--- src/rtl/ifmap_skew_feeder_if.sv ---
// Handshake and data bundle between a job controller and the ifmap skew feeder.
// The master side starts jobs and supplies vectors; the slave side drives the skewed west edge.
interface ifmap_skew_feeder_if #(
  parameter int unsigned ROWS = 4,
  parameter int unsigned DW   = 16
);
  logic                 start;
  logic [7:0]           num_vec;
  logic                 in_valid;
  logic [ROWS*DW-1:0]   in_data;
  logic                 in_ready;
  logic [ROWS*DW-1:0]   ifmap_west_out;
  logic [ROWS-1:0]      row_valid;
  logic                 busy;
  logic                 done;

  modport master (
    output start, num_vec, in_valid, in_data,
    input  in_ready, ifmap_west_out, row_valid, busy, done
  );

  modport slave (
    input  start, num_vec, in_valid, in_data,
    output in_ready, ifmap_west_out, row_valid, busy, done
  );
endinterface

--- src/rtl/ifmap_skew_feeder.sv ---
// Accepts num_vec input vectors and feeds them onto a systolic array's west edge,
// delaying row r by r extra cycles, then drains the array before pulsing done.
module ifmap_skew_feeder #(
  parameter int unsigned ROWS = 4,
  parameter int unsigned COLS = 6,
  parameter int unsigned DW   = 16
) (
  input  logic                  clk,
  input  logic                  rst,
  ifmap_skew_feeder_if.slave    bus
);

  localparam int unsigned DrainLen = ROWS + COLS - 1;
  localparam int unsigned DrainW   = $clog2(ROWS + COLS);

  typedef enum logic [1:0] {StIdle, StStream, StDrain, StDone} state_e;

  state_e            state_q;
  logic [7:0]        num_q;
  logic [7:0]        cnt_q;
  logic [DrainW-1:0] drain_q;
  logic              accept;

  assign accept = bus.in_valid && (state_q == StStream);

  always_ff @(posedge clk or negedge rst) begin
    if (!rst) begin
      state_q <= StIdle;
      num_q   <= '0;
      cnt_q   <= '0;
      drain_q <= '0;
    end else begin
      unique case (state_q)
        StIdle: begin
          if (bus.start) begin
            num_q   <= bus.num_vec;
            cnt_q   <= '0;
            state_q <= (bus.num_vec != 8'd0) ? StStream : StDone;
          end
        end
        StStream: begin
          if (accept) begin
            // 9-bit compare so a 255-vector job never wraps the count
            if (({1'b0, cnt_q} + 9'd1) == {1'b0, num_q}) begin
              drain_q <= DrainW'(DrainLen);
              state_q <= StDrain;
            end else begin
              cnt_q <= cnt_q + 8'd1;
            end
          end
        end
        StDrain: begin
          drain_q <= drain_q - DrainW'(1);
          if (drain_q == DrainW'(1)) begin
            state_q <= StDone;
          end
        end
        StDone: begin
          state_q <= StIdle;
        end
        default: state_q <= StIdle;
      endcase
    end
  end

  assign bus.in_ready = (state_q == StStream);
  assign bus.busy     = (state_q == StStream) || (state_q == StDrain);
  assign bus.done     = (state_q == StDone);

  // Row r has r+1 stages so the last stage lands r cycles after row 0; chains never stall.
  for (genvar r = 0; r < ROWS; r++) begin : g_row
    logic [DW-1:0] d_q [r+1];
    logic          v_q [r+1];

    always_ff @(posedge clk or negedge rst) begin
      if (!rst) begin
        for (int k = 0; k <= r; k++) begin
          d_q[k] <= '0;
          v_q[k] <= 1'b0;
        end
      end else begin
        d_q[0] <= accept ? bus.in_data[r*DW +: DW] : '0;
        v_q[0] <= accept;
        for (int k = 1; k <= r; k++) begin
          d_q[k] <= d_q[k-1];
          v_q[k] <= v_q[k-1];
        end
      end
    end

    assign bus.ifmap_west_out[r*DW +: DW] = d_q[r];
    assign bus.row_valid[r]               = v_q[r];
  end

endmodule

--- src/flat_wrapper.sv ---
// flat-port wrapper written by rule: the top's interface ports become plain ports
module ifmap_skew_feeder_flat 
#(
  parameter int unsigned ROWS = 4,
  parameter int unsigned COLS = 6,
  parameter int unsigned DW   = 16
)
  (clk, rst, bus_start, bus_num_vec, bus_in_valid, bus_in_data, bus_in_ready, bus_ifmap_west_out, bus_row_valid, bus_busy, bus_done);
  ifmap_skew_feeder_if #(.ROWS(ROWS), .DW(DW)) bus_i ();
  input  logic clk;
  input  logic rst;
  input wire logic [$bits(bus_i.start)-1:0] bus_start;
  input wire logic [$bits(bus_i.num_vec)-1:0] bus_num_vec;
  input wire logic [$bits(bus_i.in_valid)-1:0] bus_in_valid;
  input wire logic [$bits(bus_i.in_data)-1:0] bus_in_data;
  output wire logic [$bits(bus_i.in_ready)-1:0] bus_in_ready;
  output wire logic [$bits(bus_i.ifmap_west_out)-1:0] bus_ifmap_west_out;
  output wire logic [$bits(bus_i.row_valid)-1:0] bus_row_valid;
  output wire logic [$bits(bus_i.busy)-1:0] bus_busy;
  output wire logic [$bits(bus_i.done)-1:0] bus_done;
  assign bus_i.start = bus_start;
  assign bus_i.num_vec = bus_num_vec;
  assign bus_i.in_valid = bus_in_valid;
  assign bus_i.in_data = bus_in_data;
  assign bus_in_ready = bus_i.in_ready;
  assign bus_ifmap_west_out = bus_i.ifmap_west_out;
  assign bus_row_valid = bus_i.row_valid;
  assign bus_busy = bus_i.busy;
  assign bus_done = bus_i.done;
  ifmap_skew_feeder #(.ROWS(ROWS), .COLS(COLS), .DW(DW)) u_core (.clk(clk), .rst(rst), .bus(bus_i));
endmodule
--- config.mk ---
export PLATFORM = sky130hd
export DESIGN_NAME = ifmap_skew_feeder_flat
export DESIGN_NICKNAME = d
export VERILOG_FILES = /design/src/rtl/ifmap_skew_feeder_if.sv /design/src/rtl/ifmap_skew_feeder.sv /design/src/flat_wrapper.sv
export SDC_FILE = /design/constraint.sdc
export NUM_CORES = 1
export LEC_CHECK = 0
export CORE_MARGIN = 10
export CORE_UTILIZATION = 45
export CTS_CLUSTER_SIZE = 10
export DETAILED_ROUTE_END_ITERATION = 7
export HOLD_SLACK_MARGIN = 0.05
export PLACE_DENSITY = 0.73
export SYNTH_ARGS = -nofsm -noshare
export SYNTH_HDL_FRONTEND = slang
export SYNTH_SLANG_ARGS = --single-unit
--- constraint.sdc ---
create_clock -name clk -period 3.1 [get_ports clk]
set_clock_uncertainty 0.15 [all_clocks]
set_input_delay 0.62 -clock clk [delete_from_list [all_inputs] [get_ports clk]]
set_output_delay 0.62 -clock clk [all_outputs]
set_load 0.01 [all_outputs]
==> summary.md, run 1 <==
The run finished with clean final reports. Global routing used 13.7% of the available tracks. The type of element capturing the critical path was a flip-flop. The die covers 19,600 sq um. Counting both buffers and inverters, the worst setup path holds a total of 0. In this run, CTS created clock tree buffers numbering 17. After synthesis, the largest area contributor takes up 71.8% of total cell area. Synthesis produced a netlist with a net count of 530.

The tools report the detailed-placement wirelength estimate as 9300 um. In this run the static leakage power is 4.03 nW. The filler cells instantiated in the layout total 1,048. The pre-antenna-repair detailed-routing pass consisted of 4 iterations. The antenna violation net count after detailed routing is 0. After clock tree synthesis, the clock-pin slew on the worst setup and hold paths is 0.07 ns. The critical path data arrival time was 2.90 ns. The tools report the type of element launching the critical path as a flip-flop. Counting instances in the post-synthesis netlist gives the leading cell types as 186 x dfrtp_1, 65 x and3_1, 52 x buf_4. Across the run, the number of max-cap violations was 0.

Walking the worst path, the cells encountered are ha_1, and4_1, o21ai_0, a2111oi_2, o211a_4, or2_1, o221ai_1. Average wire per cell in the routed design: 18.0 um. Summed over all instances, the cell type with the most area after synthesis is dfrtp_1. The share of synthesized area occupied by flip-flops and latches was 71.8%; the instance count of the mapped netlist was 446. For this run, the post-layout net count is 626. The data required time of the worst path is 3.23 ns. Counting every sink on the clock net gives 186. The clock latency on the worst-skew pair was 0.42 ns. The worst path uses 89.3% of the clock period. In this run the worst path has a maximum fanout of 14.

Entering global routing, the biggest net connects 78 pins. At the end of routability-driven placement, the weighted congestion stood at 0.904. The Yosys step of the flow raised 0 warnings. The area overhead of the layout relative to synthesis is 29.1%.

The logs give 43 for the number of standard-cell rows in the floorplan and 6480 sq um for the netlist area before placement. Setup violations remaining at the end of the flow were counted as 0. Buffers added to address setup during post-CTS repair amount to 0.

For the number of top-level pins, the log shows 147. The logs give 0.515 mV for the worst vdd rail ir drop and 0 for the total count of max-transition violations in the final report. During placement, the flow inserted port buffers numbering 146.

Setup repair after global routing left no endpoint under its margin. The placed instances occupy a cell area of 7750 sq um. The antenna diode count was 0; the share of final-layout standard cells stronger than drive strength 1 was 9.91%. Among all stages on the critical path, the largest delay is contributed by dfrtp_1. The leading cell type by number of instances after synthesis was dfrtp_1.

The shortest period the worst path allows is 2.77 ns, and the number of synthesized flops with an enable pin is 0. After detailed routing, the total wire length is 13,200 um. The CTS root buffer was clkbuf_16.

The number of global-route vias before repair was 4,040; the relative max-transition margin was 55.9%. The highest attainable clock frequency came out at 361 MHz. The floorplan step defined a core boundary enclosing 14,000 sq um. The tools report the number of instances resized during post-cts repair as 0. For this run, the leading register cell type out of synthesis is dfrtp_1. TritonCTS built the clock tree.

The worst min-delay path category was in -> async. The die outline height came out at 140 um. The number of antenna violations at the first check in global routing is 0, and the wire length of the first global-routing pass is 21,500 um.

In this run the power density over the cells is 860 nW/um^2. The H-tree was split into 4 levels. For the count of routing violations after the opening detailed-route iteration, the log shows 215. The final-report hold violation count is 0. For the finished layout cell area, the log shows 8360 sq um. The initial utilization of the core area, before any placement, comes to 46.3%. At the pin with the least slew margin, the transition time is 0.661 ns. The logs give 0 for the hold buffer count at CTS and 45 for the number of unique standard cell types used by synthesis. In this design, the largest share of critical-path delay is due to compound AO/OA/AOI/OAI gates. Of all flip-flops after synthesis, the portion carrying an async set or reset was 100%. For the global-route congestion overflow total, the log shows 0.

The average instance in the mapped netlist occupies 14.5 sq um. The mean number of vias per cell came out at 4.95. For this run, the slowest stage of the critical path takes 0.49 ns. The final-layout setup total negative slack was 0 ns. The number of flip-flops and latches in the synthesized netlist came out at 186. The via count is 3,637, and the buffer depth of the longest clock path is 2. Measured along the x axis, the die boundary spans 140 um. After detailed routing, the number of remaining DRC violations is 0.

After synthesis, the cell types taking the most area are dfrtp_1 72%, and3_1 6.3%, buf_4 6.0%. The type of the worst setup path is reg -> reg.
[worst paths after layout]
| path | slack [ns] | cells past startpoint | start | end |
|---|---|---|---|---|
| setup reg to reg | 0.33 | 7 | u_core.cnt_q[0] | u_core.cnt_q[2] |
| hold / removal | 0.05 | 1 | rst | u_core.num_q[6] |
| setup / recovery | 0.33 | 7 | u_core.cnt_q[0] | u_core.cnt_q[2] |
| max in group asynchronous | 2.00 | 2 | rst | u_core.g_row[3].d_q[47] |
| hold reg to reg | 0.19 | 0 | u_core.g_row[3].d_q[45] | u_core.g_row[3].d_q[29] |
| min in group clk | 0.19 | 0 | u_core.g_row[3].d_q[45] | u_core.g_row[3].d_q[29] |
[area by class of cell]
type	instances	area (sq um)	share of cell area (%)
Timing Repair Buffer	150	1520	18.1
Clock buffer	18	429	5.13
Sequential cell	186	4650	55.6
Multi-Input combinational cell	179	1320	15.8
Tap cell	180	225	2.69
Clock inverter	14	186	2.23
Inverter	8	30.0	0.359
[registers in the layout, indices dropped and copies added, names as in the netlist]
| register | flops |
|---|---|
| u_core.bus.row_valid | 3 |
| u_core.cnt_q | 8 |
| u_core.state_q | 2 |
| u_core.num_q | 8 |
| u_core.bus.ifmap_west_out | 48 |
| u_core.drain_q | 4 |
| u_core.g_row.d_q | 112 |
| u_core.g_row.v_q | 1 |
[through the flow]
step / util (%) / setup slack [ns] / power [mW] / hold slack (ns) / cells
2_1_floorplan: - / 0.737 / 4.38 / 0.174 / 446
3_3_place_gp: 55.4 / 0.504 / 4.91 / 0.181 / 703
3_5_place_dp: 55.4 / 0.363 / 5.03 / 0.185 / 703
4_1_cts: 59.8 / 0.357 / 7.28 / 0.0725 / 735
5_1_grt: 59.8 / 0.175 / 7.59 / 0.0944 / 735
6_report: 59.8 / 0.331 / 7.19 / 0.0535 / 735
[kinds of logic after synthesis]
| kind of cell | Yosys count | share of synthesized area [%] |
|---|---|---|
| DFF | 186 | 71.8 |
| AOI/OAI and AO/OA | 42 | 5.54 |
| adders and majority gates | 8 | 1.55 |
| and+or+nand+nor | 110 | 10.3 |
| muxes | 12 | 2.09 |
| buffers and inverters | 81 | 7.76 |
| xor gates and xnor gates | 7 | 0.946 |
[report_power, final]
| part | internal (mW) | switching [mW] |
|---|---|---|
| Combinational | 0.876 | 0.872 |
| Sequential | 2.91 | 0.308 |
| Clock | 1.29 | 0.930 |
| Total | 5.08 | 2.11 |
[per-layer routing]
layer | track usage, % | routed length, um | vias up | share of wire, %
met5 | 0 | 0 | - | 0
met3 | 4.87 | 851 | 17 | 6.4
met2 | 22.9 | 6760 | 125 | 51
met1 | 16.0 | 5410 | 1818 | 41
li1 | - | - | 1677 | -
met4 | 4.89 | 191 | 0 | 1.4
[cells in the final DEF (no fill, tap or decap), types with 2 or more instances in the layout]
master             n
nand2_1            9
xnor2_1            6
clkinvlp_4         3
and4_1             2
bufinv_16          3
o211ai_1          10
o21ai_0            4
nand2b_1           5
buf_4              2
nand3_1            9
a21oi_1            2
nor4_1             2
mux2i_1            3
ha_1               7
mux2_2             8
a311o_1            3
inv_1              8
nor2b_1            4
clkdlybuf4s50_1  144
inv_6              3
nor2_1             2
and3_1            65
o221ai_1           7
o311ai_1           6
clkbuf_16         17
inv_8              3
dfrtp_1          186
or3_1              2
a31oi_1            2
buf_12             2
Power figures use the tool's default switching activity.
==> inputs of run 2 (changes only) <==
- CTS_CLUSTER_SIZE: 10 -> unset
- SETUP_SLACK_MARGIN: unset -> 0.15
==> results of run 2 <==
No change in the layout: final DEF, timing and power equal those of run 1.
==> inputs of run 3 (changes only) <==
- CORE_MARGIN: 10 -> unset
==> summary.md, run 3 (synthesized netlist as in run 1, its figures left out) <==
Once the floorplan was initialized, standard cells occupied 46.3% of the core. STA classifies the critical path endpoint as an output pin. The fraction of the cycle the final worst path needs was 89.8%. The largest driver fanout on the critical path was 32. Counting every sink on the clock net gives 186. The highest routed metal layer was met4. The CTS root buffer was clkbuf_16. Antenna violation net count after detailed routing: 0.

Summed over all layers, the global routing overflow is 0. The number of placed instances, taps included, is 704. Dividing the detail-routed wire length by the instance count gives 15.9 um. For the worst setup path, the data arrival time is 2.01 ns. The worst flop-to-flop path startpoint was u_core.cnt_q[0]. Setup violations remaining at the end of the flow were counted as 0. In this run the power density over the cells is 857 nW/um^2.

Buffers placed on the I/O ports in this run total 146. At the worst endpoint, the required time is 2.33 ns. The routed wire length is 11,700 um. The slowest stage of the critical path is the clkdlybuf4s50_1 cell. Most common cell after layout, fill and taps aside: dfrtp_1. The number of instances resized during post-cts repair was 0; the highest attainable clock frequency was 359 MHz.

The register with the most flip-flops in the layout has 112 of them. Counting cells, the worst reg-to-reg path comes to 7. The number of setup buffers added after CTS is 0. For this run, the slowest stage of the critical path takes 0.59 ns. 0 antenna diodes ended up in the layout. The top cell types in the final layout, fill and taps aside, are 186 x dfrtp_1, 144 x clkdlybuf4s50_1, 65 x and3_1. The first detailed-routing pass took 4 iterations. Setup slack on the worst reg-to-reg path comes out at 0.35 ns.

The tools report the core region area as 14,000 sq um. Traced cell by cell, the critical path runs through inv_1, ha_2, buf_4, clkdlybuf4s50_1. The launching instance or port of the critical path was u_core.state_q[1]. The placed instances occupy a cell area of 7760 sq um. In this run the worst setup path terminates at bus_in_ready.

The number of buffers added by the clock tree synthesis step was 17; the clock latency on the worst-skew pair was 0.42 ns. The clock edge transition at the registers on the reported setup and hold paths works out to 0.07 ns. The wire length on met2 is 5730 um. The detailed router finished its first iteration with 297 violations. Summed over all failing endpoints, the final setup total negative slack is 0 ns. For this run, the number of standard cells in the final layout without fillers is 737.

Final hold analysis gives a worst-case slack of 0.195 ns. In this run the horizontal extent of the chip is 122 um. The final layout net count is 628.

The critical path crosses 4 cells after its start point. The share of final-layout standard cells stronger than drive strength 1 came out at 10.2%. Detailed placement finished with a half-perimeter wire length of 7890 um. For the wire length of the first global-routing pass, the log shows 18,700 um. The total count of max-transition violations in the final report is 0, and the post-route DRC violation count is 0. The worst setup path is launched from a flip-flop. The tool flagged a number of max-cap violations equal to 0. The run gives 17.0% as the combined global-route utilization of all metal layers. Counting along the longest clock path gives a buffer depth of 2.

From synthesis to final layout, the design area changed by 29.6%. The number of standard-cell rows in the floorplan is 43. Measured against its own limit, the worst slew margin works out to 57.2%.

The die is 122 um tall. The type of the worst setup path was reg -> out. The final-report hold violation count is 0. The worst vdd rail ir drop was 0.339 mV; the weighted congestion reported at the end of routability-driven placement was 0.802. In this run the critical register-to-register path is captured at u_core.cnt_q[2]. Entering global routing, the biggest net connects 117 pins. Worst min-delay path category: reg -> reg. More flip-flops sit in one register than any other, and that register is u_core.g_row.d_q.

The hold path depth was 0. In this design, the largest share of critical-path delay is due to buffers and inverters. The shortest period the worst path allows was 2.78 ns; the met1 wire length was 5170 um.

Finished layout cell area: 8390 sq um. The run finished with clean final reports. The count of buffer and inverter cells on the critical path is 3.

For the number of antenna violations at the first check in global routing, the log shows 0. The met3 routed wirelength is 620 um. The detailed router placed 3,600 vias in this run. The run gives 1,075 as the number of inserted filler cells in the final layout. Setup repair after global routing left no endpoint under its margin.

The slew of the pin with the lowest slew margin came out at 0.641 ns. TritonCTS built the clock tree. The number of levels in the clock H-tree is 4, and the die area is 14,900 sq um.

After layout, the design draws a total of 7.19 mW. The number of global-route vias before repair was 3,705; the number of top-level pins was 147. The leakage dissipation was 4.05 nW. After detailed routing, the number of vias per cell comes to 4.88.
run 3: final cells by class:
type	instances	area (sq um)	area share, %
clock buffers	17	425	5.07
clock inverters	15	203	2.41
inverters	8	30.0	0.358
multi-input cells	179	1320	15.8
flip-flops and latches	186	4650	55.4
well taps	180	225	2.68
repair buffers	152	1530	18.3
run 3: metrics by stage:
step / worst slack, ns / util [%]
5_1_grt: 0.196 / 60.0
6_report: 0.315 / 60.0
3_5_place_dp: 0.364 / 55.4
2_1_floorplan: 0.737 / -
4_1_cts: 0.300 / 60.0
3_3_place_gp: 0.418 / 55.4
run 3: worst min path at each step:
stage | start | end
after floorplan | rst | u_core.bus.ifmap_west_out[16]
after global placement | u_core.g_row[2].d_q[32] | u_core.g_row[2].d_q[16]
after detailed placement | u_core.g_row[1].d_q[21] | u_core.bus.ifmap_west_out[21]
after CTS | u_core.g_row[3].d_q[49] | u_core.g_row[3].d_q[33]
after global routing | u_core.g_row[3].d_q[44] | u_core.g_row[3].d_q[28]
final | u_core.g_row[3].d_q[49] | u_core.g_row[3].d_q[33]
run 3: where the power goes:
group          total, mW  internal (mW)  switching [mW]
registers           3.21           2.91           0.305
logic               1.74          0.882           0.857
clock network       2.24           1.24           0.997
total               7.19           5.04            2.16
run 3: what timing repair did:
action / in CTS / in global routing
hold buffers: 1 / 0
hold endpoints to repair: 4 / 0
endpoints found under the setup margin: 0 / 0
run 3: metal layers:
layer / GRT usage, % / up-vias
met5: 0 / -
met1: 21.6 / 1790
met3: 5.81 / 13
li1: - / 1686
met2: 26.4 / 111
met4: 7.56 / 0
run 3: worst reg2reg max path, stage by stage, from the launching register on:
cell and delay (ns):
dfrtp_1 0.47, ha_1 0.34, and4_1 0.22, o21ai_0 0.10, a2111oi_2 0.50, o211a_4 0.36
or2_1 0.33, o221ai_1 0.15
